### src/rtl/adpcm_pkg.sv
// Shared widths and the packed per-channel adaptation-speed state word.
// DMS/DML are carried together as {dml, dms} through the channel store.
package adpcm_pkg;

    localparam int DMS_W = 12;
    localparam int DML_W = 14;
    localparam int ST_W  = DMS_W + DML_W;

    typedef struct packed {
        logic [DML_W-1:0] dml;
        logic [DMS_W-1:0] dms;
    } dms_state_t;

    typedef enum logic {
        ST_INIT = 1'b0,
        ST_RUN  = 1'b1
    } store_state_t;

    function automatic dms_state_t pack_state(input logic [DMS_W-1:0] dms,
                                              input logic [DML_W-1:0] dml);
        dms_state_t s;
        s.dms = dms;
        s.dml = dml;
        return s;
    endfunction

endpackage

### src/rtl/dms_chan_ram.sv
// NCH-deep state array: one synchronous write port, one combinational read port.
// Contents are deliberately not reset; the owner sweeps it clear after reset.
module dms_chan_ram
    import adpcm_pkg::*;
#(
    parameter int NCH = 32,
    parameter int CHW = 5
)
(
    input  logic            clk,
    input  logic            i_wr_en,
    input  logic [CHW-1:0]  i_wr_addr,
    input  logic [ST_W-1:0] i_wr_data,
    input  logic [CHW-1:0]  i_rd_addr,
    output logic [ST_W-1:0] o_rd_data
);

    logic [ST_W-1:0] r_mem [NCH];

    always_ff @(posedge clk) begin
        if (i_wr_en) begin
            r_mem[i_wr_addr] <= i_wr_data;
        end
    end

    assign o_rd_data = r_mem[i_rd_addr];

endmodule

### src/rtl/dms_chan_store.sv
// Per-channel DMS/DML store closing the z^-1 loop around FILTA/FILTB.
// Sweeps every channel to zero after reset, then serves reads/writes/clears.
module dms_chan_store
    import adpcm_pkg::*;
#(
    parameter int NCH = 32,
    parameter int CHW = 5
)
(
    input  logic             clk,
    input  logic             reset,
    input  logic             rd_req,
    input  logic [CHW-1:0]   rd_ch,
    output logic             rd_ready,
    output logic             rd_valid,
    output logic [DMS_W-1:0] rd_dms,
    output logic [DML_W-1:0] rd_dml,
    input  logic             wr_valid,
    input  logic [CHW-1:0]   wr_ch,
    input  logic [DMS_W-1:0] wr_dmsp,
    input  logic [DML_W-1:0] wr_dmlp,
    output logic             wr_ready,
    input  logic             clr_req,
    input  logic [CHW-1:0]   clr_ch,
    output logic             busy
);

    store_state_t    r_state;
    store_state_t    w_state_next;
    logic [CHW-1:0]  r_sweep_cnt;
    logic            w_run;
    logic            w_busy;

    logic            w_clr_acc;
    logic            w_wr_acc;
    logic            w_rd_acc;

    logic            w_ram_we;
    logic [CHW-1:0]  w_ram_waddr;
    logic [ST_W-1:0] w_ram_wdata;
    logic [ST_W-1:0] w_ram_rdata;

    logic [NCH-1:0]  r_live;
    logic [NCH-1:0]  w_live_clr;
    logic [NCH-1:0]  w_live_set;

    dms_state_t      w_new_word;
    dms_state_t      w_rd_word;
    dms_state_t      r_rd_data;
    logic            r_rd_valid;

    // ---------------- control FSM ----------------
    always_ff @(posedge clk or posedge reset) begin
        if (reset) begin
            r_state <= ST_INIT;
        end else begin
            r_state <= w_state_next;
        end
    end

    always_comb begin
        w_state_next = r_state;
        w_run        = 1'b0;
        w_busy       = 1'b1;
        case (r_state)
            ST_INIT: begin
                if (r_sweep_cnt == CHW'(NCH - 1)) begin
                    w_state_next = ST_RUN;
                end
            end
            ST_RUN: begin
                w_run  = 1'b1;
                w_busy = 1'b0;
            end
            default: w_state_next = ST_INIT;
        endcase
    end

    assign rd_ready = w_run;
    assign wr_ready = w_run;
    assign busy     = w_busy;

    always_ff @(posedge clk or posedge reset) begin
        if (reset) begin
            r_sweep_cnt <= '0;
        end else if (r_state == ST_INIT) begin
            r_sweep_cnt <= r_sweep_cnt + CHW'(1);
        end
    end

    // ---------------- write / clear arbitration ----------------
    // A clear never touches the array: it drops the channel's live flag,
    // so a clear and a write to different channels share one write port.
    assign w_new_word = pack_state(wr_dmsp, wr_dmlp);
    assign w_clr_acc  = w_run && clr_req;
    assign w_wr_acc   = w_run && wr_valid && !(clr_req && (clr_ch == wr_ch));
    assign w_rd_acc   = w_run && rd_req;

    assign w_ram_we    = !w_run || w_wr_acc;
    assign w_ram_waddr = w_run ? wr_ch : r_sweep_cnt;
    assign w_ram_wdata = w_run ? w_new_word : '0;

    dms_chan_ram #(
        .NCH (NCH),
        .CHW (CHW)
    ) u_ram (
        .clk       (clk),
        .i_wr_en   (w_ram_we),
        .i_wr_addr (w_ram_waddr),
        .i_wr_data (w_ram_wdata),
        .i_rd_addr (rd_ch),
        .o_rd_data (w_ram_rdata)
    );

    genvar gi;
    generate
        for (gi = 0; gi < NCH; gi++) begin : g_live
            assign w_live_clr[gi] = w_run ? (w_clr_acc && (clr_ch == CHW'(gi)))
                                          : (r_sweep_cnt == CHW'(gi));
            assign w_live_set[gi] = w_wr_acc && (wr_ch == CHW'(gi));
        end
    endgenerate

    always_ff @(posedge clk) begin
        r_live <= (r_live & ~w_live_clr) | w_live_set;
    end

    // ---------------- read path with write-first forwarding ----------------
    always_comb begin
        w_rd_word = r_live[rd_ch] ? dms_state_t'(w_ram_rdata) : '0;
        if (clr_req && (clr_ch == rd_ch)) begin
            w_rd_word = '0;
        end else if (wr_valid && (wr_ch == rd_ch)) begin
            w_rd_word = w_new_word;
        end
    end

    always_ff @(posedge clk or posedge reset) begin
        if (reset) begin
            r_rd_valid <= 1'b0;
            r_rd_data  <= '0;
        end else begin
            r_rd_valid <= w_rd_acc;
            if (w_rd_acc) begin
                r_rd_data <= w_rd_word;
            end
        end
    end

    assign rd_valid = r_rd_valid;
    assign rd_dms   = r_rd_data.dms;
    assign rd_dml   = r_rd_data.dml;

endmodule

### config.mk
export PLATFORM = sky130hd
export DESIGN_NAME = dms_chan_store
export DESIGN_NICKNAME = d
export VERILOG_FILES = /design/src/rtl/adpcm_pkg.sv /design/src/rtl/dms_chan_ram.sv /design/src/rtl/dms_chan_store.sv
export SDC_FILE = /design/constraint.sdc
export NUM_CORES = 1
export LEC_CHECK = 0
export BUFFER_PORTS_ARGS = -buffer_cell sky130_fd_sc_hd__buf_2
export CORE_UTILIZATION = 58
export CTS_CLUSTER_DIAMETER = 60
export CTS_CLUSTER_SIZE = 14
export DETAILED_ROUTE_END_ITERATION = 7
export PLACE_DENSITY = 0.83
export RECOVER_POWER = 50
export REMOVE_ABC_BUFFERS = 1
export SLEW_MARGIN = 20
export SYNTH_ARGS = -nofsm -noshare
export SYNTH_HDL_FRONTEND = slang
export SYNTH_HIERARCHICAL = 1
export SYNTH_SLANG_ARGS = --single-unit
### constraint.sdc
create_clock -name clk -period 3.85 [get_ports clk]
set_input_delay 0 -clock clk [delete_from_list [all_inputs] [get_ports clk]]
set_output_delay 0 -clock clk [all_outputs]
set_load 0.05 [all_outputs]
==> results of run 1 <==
==> worst max path at each step <==
stage	startpoint	to	slack (ns)	cells past startpoint
final	r_state	r_live[21]	0.20	8
after detailed placement	r_state	u_ram/r_mem[18][21]	0.53	5
after floorplan	r_state	u_ram/r_mem[19][0]	-0.84	5
after global routing	r_state	r_live[21]	0.04	8
after global placement	r_state	u_ram/r_mem[19][18]	0.66	5
after CTS	r_state	r_live[21]	0.26	8
==> kinds of logic (layout without fill, tap and decap cells) <==
family,Yosys count,in the layout,share of synthesized area [%]
AND/OR/NAND/NOR,383,383,5.02
flip-flops,897,897,73.1
multiplexers,433,433,12.0
XOR/XNOR,18,18,0.435
AO/OA/AOI/OAI,349,349,7.02
adder cells (fa/ha/maj),6,6,0.207
buffers and inverters,146,349,2.29
==> state kept, by name, indices dropped and copies added, names as in the netlist <==
signal,cells
r_live,32
rd_dml,14
r_state,1
r_sweep_cnt,5
rd_dms,12
rd_valid,1
u_ram/r_mem,832
==> cell usage in the layout (no fill, tap or decap), drive strengths merged, types with 11 or more instances in the layout <==
cell / count
dlygate4sd3: 45
nand2: 136
clkbuf: 187
a22o: 95
nor3: 35
edfxtp: 832
a21o: 26
buf: 103
a31oi: 28
nor2: 47
mux2i: 431
o21ai: 11
a22oi: 93
dfrtp: 33
dfxtp: 32
and2: 30
a21oi: 81
nand3: 90
==> power breakdown <==
group	leakage [nW]	switching [mW]	internal (mW)	total (mW)
logic	5.07	1.04	0.453	1.49
clock network	1.04	3.28	3.77	7.06
registers	8.20	0.0516	10.8	10.8
total	14.3	4.38	15.0	19.4
==> area by class of cell <==
class,instances,area [um2]
multi-input combinational,1189,9200
sequential,897,26500
tap,837,1050
fill,4102,21300
inverter,7,27.5
timing repair buffer,206,1490
clock buffer,129,2130
clock inverter,7,55.1
==> worst min-delay path, stage by stage <==
cell	delay (ns)
buf_2	0.13
nand2_1	0.13
nor2_1	0.14
nand2_1	0.09
a32o_1	0.15
==> routing by layer <==
| metal | wire, um | GRT usage [%] | vias up | share of wire, % |
|---|---|---|---|---|
| met4 | 3590 | 12.0 | 2 | 3.9 |
| met5 | 11 | 0 | - | 0.012 |
| li1 | - | - | 8997 | - |
| met2 | 43300 | 45.5 | 1346 | 47 |
| met3 | 9800 | 6.14 | 179 | 11 |
| met1 | 34900 | 39.8 | 10700 | 38 |
==> repair_timing <==
item,4_1_cts,5_1_grt
hold buffers,45,0
setup endpoints to repair,0,0
endpoints found under the hold margin,86,0
==> through the flow <==
| stage | cells | util, % |
|---|---|---|
| 2_1_floorplan | 2093 | - |
| 3_3_place_gp | 3091 | 61.4 |
| 3_5_place_dp | 3091 | 61.4 |
| 4_1_cts | 3272 | 65.7 |
| 5_1_grt | 3272 | 65.5 |
| 6_report | 3272 | 65.5 |
==> results.md, run 1 <==
* Status: complete, but fails checks
* Failing checks: capacitance limit, slew limit
* GRT overflow at 0
* PD cells at 479 mW/mm2
* CTS sink count at 897
* CP Cell Sequence: nand2_1 > nor3_1 > dlygate4sd3_1 > nand2_1 > dlygate4sd3_1 > nand3_1 > o21ai_0 > dlygate4sd3_1
* I/O Buffers at 75
* Number of post-CTS setup repair buffers at 0
* Tmin final at 3.65 ns
* DR iter-0 viols at 2981
* Critical R2R Capture: r_live[21]
* Largest net degree at the start of global routing at 80
* CP Buf/Inv Count at 3
* Post_cts resized at 0
* Detail Route Antenna Nets at 0
* Syn Area/Cell at 16.2 um2
* Type of the tightest min-delay check: in -> reg
* Critical R2R Launch: r_state
* Ant diodes at 0
* Vias/cell at 6.48
* TNS Setup at 0 ns
* Slew margin rel. at -50.9%
* Max stage delay on crit path at 0.73 ns
* I/O pin cnt at 76
* Gr usage total at 29.0%
* Final Hold Viols at 0
* CP endpoint kind: register
* Place WS at 0.527 ns
* Final Cycle Share at 94.8%
* Prevailing post-synth register cell: edfxtp_1
* Register bit total from synthesis at 897
* TritonRoute pass-1 iters at 6
* Worst-case clock skew at 0.0192 ns
* Crit path launch type: register
* Hold endpoint: r_live[31]
* Ys async rst share at 3.68%
* Worst slew pin tran at 2.25 ns
* DP Area at 0.0379 mm2
* Crit Path Max Fanout at 30
* Worst EP required at 4.36 ns
* Most frequent cell after synthesis: edfxtp_1
* WL/cell at 28.0 um
* Mapped Area at 0.0362 mm2
* Initial Util at 58.7%
* DR vias at 21200
* Max-Cap Viols at 15
* GP Congestion at 0.920
* Vias in the first global route at 20600
* Slew Limit Fails at 491
* Final HPWL from detailed placement at 55600 um
* Num CTS Buffers at 75
* Synth area leaders: edfxtp_1 69%, mux2i_1 12%, a22o_1 2.3%, dfrtp_1 2.3%, a22oi_1 1.9%
* H-tree depth at 3
* Core area at 0.0617 mm2
* Final hold slack at 0.0501 ns
* Layout cells sized above 1 at 10.3%
* WL final at 91600 um
* Clk_lat worst skew at 0.62 ns
* Antenna violations before repair at 2
* Final Instance Area at 0.0404 mm2
* Post-synth EDFFs at 832
* Count of cell types in the netlist at 50
* Kind of critical path: reg -> reg
* DRC Markers at 0
* Final setup fails at 0
* P_leak at 14.3 nW
* CTS tree: done
* Hold Startpoint: clr_ch[0]
* Maximum vdd drop at 316 uV
* Worst Hold Depth at 5
* Die H at 252 um
* Area added between synthesis and finish at 11.6%
* Most used cell, CP: dlygate4sd3_1
* Seq/Total Area, Yosys at 73.1%
* First-pass GRT wire length at 134000 um
* Nets at 2428
* FMAX at 274 MHz
* Flop-to-flop setup slack at 0.20 ns
* Row cnt at 91
* Ys Warns at 6
* Deepest clock path buffer count at 3
* Most frequent cells after synthesis: 832 x edfxtp_1, 431 x mux2i_1, 136 x nand2_1
* Die Span X at 252 um
* Tot Pwr at 19.4 mW
* Worst setup margin at 0.199 ns
* Root buf cell: clkbuf_16
* Synth top area share at 69.0%
* Slowest-stage cell, CP: dfrtp_2
* RSZ-0062 raised after global routing: false
* Critical Path AT at 4.16 ns
* Die ar. at 0.0634 mm2
* CP top delay family: buffers and inverters
* R2R depth at 8
* Dominant cell type by area after synthesis: edfxtp_1
* Post-Synthesis Cells at 2232
* Worst-path clk slew at 0.07 ns
Note: power is estimated with default switching activity, not from simulation.
==> run 2: changes to the inputs <==
==> constraint.sdc (replaced) <==
create_clock -name clk -period 3.85 [get_ports clk]
set_input_delay 0.77 -clock clk [delete_from_list [all_inputs] [get_ports clk]]
set_output_delay 0.77 -clock clk [all_outputs]
set_load 0.05 [all_outputs]
==> run 2 against run 1 <==
  * The run still ends with capacitance limit, slew limit left
  * Combinational power fell by 7%
  * Maximum frequency increased by 7.6%
  * Non-clock buffer count decreased by 43
  * Clock skew rose by 0.0058 ns
  * First-iteration DRC count decreased by 9.8%
  * Critical path type unchanged
  * Die area stayed put
  * Sequential power barely moved
  * Core utilization decreased by 0.28 points
  * Critical path depth down 6
  * Global-route usage fell by 0.39 points
  * Highest routed layer is now met4
  * Hold slack improved by 0.41 ns
  * Clock-buffer cell count fell by 2
==> results.md, run 2 (synthesis gave the netlist of run 1 again) <==
* Status: complete, but fails checks
* Failing checks: capacitance limit, slew limit
* WL/cell at 28.0 um (+0.19%)
* Final setup fails at 0 (unchanged)
* DRC Markers at 0 (unchanged)
* CP endpoint kind: register
* Layout cells sized above 1 at 11.2% (+0.82 points)
* CTS sink count at 897 (unchanged)
* Fillcell total at 4092 (-0.24%)
* Critical Path AT at 3.55 ns (-0.61 ns)
* Ant diodes at 0 (unchanged)
* Gr usage total at 28.6% (-0.39 points)
* Crit Path Max Fanout at 32 (+6.7%)
* Most frequent cells in the layout: 832 x edfxtp_1, 431 x mux2i_1, 135 x nand2_1
* Num CTS Buffers at 75 (unchanged)
* GRT overflow at 0 (unchanged)
* PD cells at 479 mW/mm2 (about the same)
* Tot Pwr at 19.3 mW (-0.52%)
* Commonest non-fill, non-tap cell in the layout: edfxtp_1
* Die H at 252 um (unchanged)
* WL final at 90500 um (-1.2%)
* Final Cycle Share at 88.1% (-6.7 points)
* Deepest clock path buffer count at 3 (unchanged)
* Worst-path clk slew at 0.06 ns (about the same)
* I/O pin cnt at 76 (unchanged)
* P_leak at 14.2 nW (-0.57%)
* Kind of critical path: reg -> reg
* TNS Setup at 0 ns (unchanged)
* Largest net degree at the start of global routing at 105 (+31%)
* # hold bufs at CTS at 0 (-100%)
* Slew margin rel. at -53.1% (-2.1 points)
* Final hold slack at 0.463 ns (+0.412 ns)
* Maximum vdd drop at 328 uV (+3.6%)
* DR iter-0 viols at 2689 (-9.8%)
* Row cnt at 91 (unchanged)
* First-pass GRT wire length at 133000 um (-0.69%)
* Detail Route Antenna Nets at 0 (unchanged)
* Nets at 2385 (-1.8%)
* Slew Limit Fails at 359 (-27%)
* FMAX at 295 MHz (+7.6%)
* Worst EP required at 4.00 ns (-0.36 ns)
* H-tree depth at 3 (unchanged)
* Area added between synthesis and finish at 11.1%
* Die Span X at 252 um (unchanged)
* Type of the tightest min-delay check: in -> reg
* Die ar. at 0.0634 mm2 (unchanged)
* GP Congestion at 0.908 (-1.3%)
* Tmin final at 3.39 ns (-0.258 ns)
* DR vias at 20900 (-1.2%)
* Root buf cell: clkbuf_16
* Clk_lat worst skew at 0.62 ns (about the same)
* TritonRoute pass-1 iters at 5 (-1)
* Most flop-heavy register: u_ram/r_mem
* Antenna violations before repair at 0 (-2)
* Final HPWL from detailed placement at 51500 um (-7.4%)
* Worst slew pin tran at 2.30 ns (+0.0440 ns)
* Vias/cell at 6.49 (+0.17%)
* Vias in the first global route at 20900 (+1.3%)
* Max reg flops at 832 (unchanged)
* Final Hold Viols at 0 (unchanged)
* CTS tree: done
* Post_cts resized at 0 (unchanged)
* Crit path launch type: register
* I/O Buffers at 75 (unchanged)
* Number of post-CTS setup repair buffers at 0 (unchanged)
* Core area at 0.0617 mm2 (unchanged)
* Max-Cap Viols at 11 (-4)
* Worst-case clock skew at 0.0250 ns (+0.00583 ns)
* Initial Util at 58.7% (unchanged)
* RSZ-0062 raised after global routing: false
==> run 2: changes by cell type in the layout (fill, tap and decap cells not counted), moves of 4 or more <==
cell,previous run,this run
and2_1,16,7
buf_12,11,27
buf_4,48,52
buf_2,43,47
clkbuf_2,12,0
dlygate4sd3_1,45,0
and2_0,11,17
clkbuf_1,97,85
==> run 2: critical path, cell delays in order (launching register included) <==
cell      delay [ns]
dfrtp_1         0.87
clkbuf_1        0.66
and2_0          1.39
==> run 2: layer usage <==
| metal | up-vias | wire [um] | track usage, % |
|---|---|---|---|
| met5 | - | 0 | 0 |
| met1 | 10600 | 34800 | 38.3 |
| met2 | 1198 | 44700 | 47.1 |
| met4 | 0 | 3450 | 11.7 |
| li1 | 8935 | - | - |
| met3 | 192 | 7640 | 4.53 |
==> run 2: metrics by stage <==
stage / setup slack (ns) / instances / area, um2 / util [%]
floorplan: -1.25 / 2093 / 35400 / -
global placement: 0.459 / 3091 / 38100 / 61.7
detailed placement: 0.399 / 3092 / 38100 / 61.7
CTS: 0.874 / 3227 / 40300 / 65.3
global route: 0.354 / 3228 / 40200 / 65.2
finish: 0.456 / 3228 / 40200 / 65.2
==> run 2: area by class of cell <==
| type | count | area (um2) | area share, % |
|---|---|---|---|
| Clock buffer | 127 | 2140 | 5.31 |
| Clock inverter | 8 | 56.3 | 0.140 |
| Inverter | 7 | 27.5 | 0.0684 |
| Multi-Input combinational cell | 1189 | 9200 | 22.9 |
| Sequential cell | 897 | 26500 | 65.7 |
| Tap cell | 837 | 1050 | 2.60 |
| Timing Repair Buffer | 163 | 1320 | 3.27 |
==> run 2: final timing paths <==
path	slack (ns)	to	depth (start not counted)	start
min in group asynchronous	0.74	rd_dms[9]	2	reset
max reg2reg	0.46	u_ram/r_mem[11][22]	2	r_state
max in group asynchronous	2.09	rd_dms[2]	2	reset
min reg2reg	0.47	r_live[4]	2	r_live[4]
min	0.46	rd_dml[9]	3	wr_dmlp[9]
max	0.46	u_ram/r_mem[11][22]	2	r_state
==> run 2: report_power, final <==
group | switching (mW) | internal (mW)
logic | 0.950 | 0.429
clock network | 3.29 | 3.78
registers | 0.0488 | 10.8
total | 4.29 | 15.0
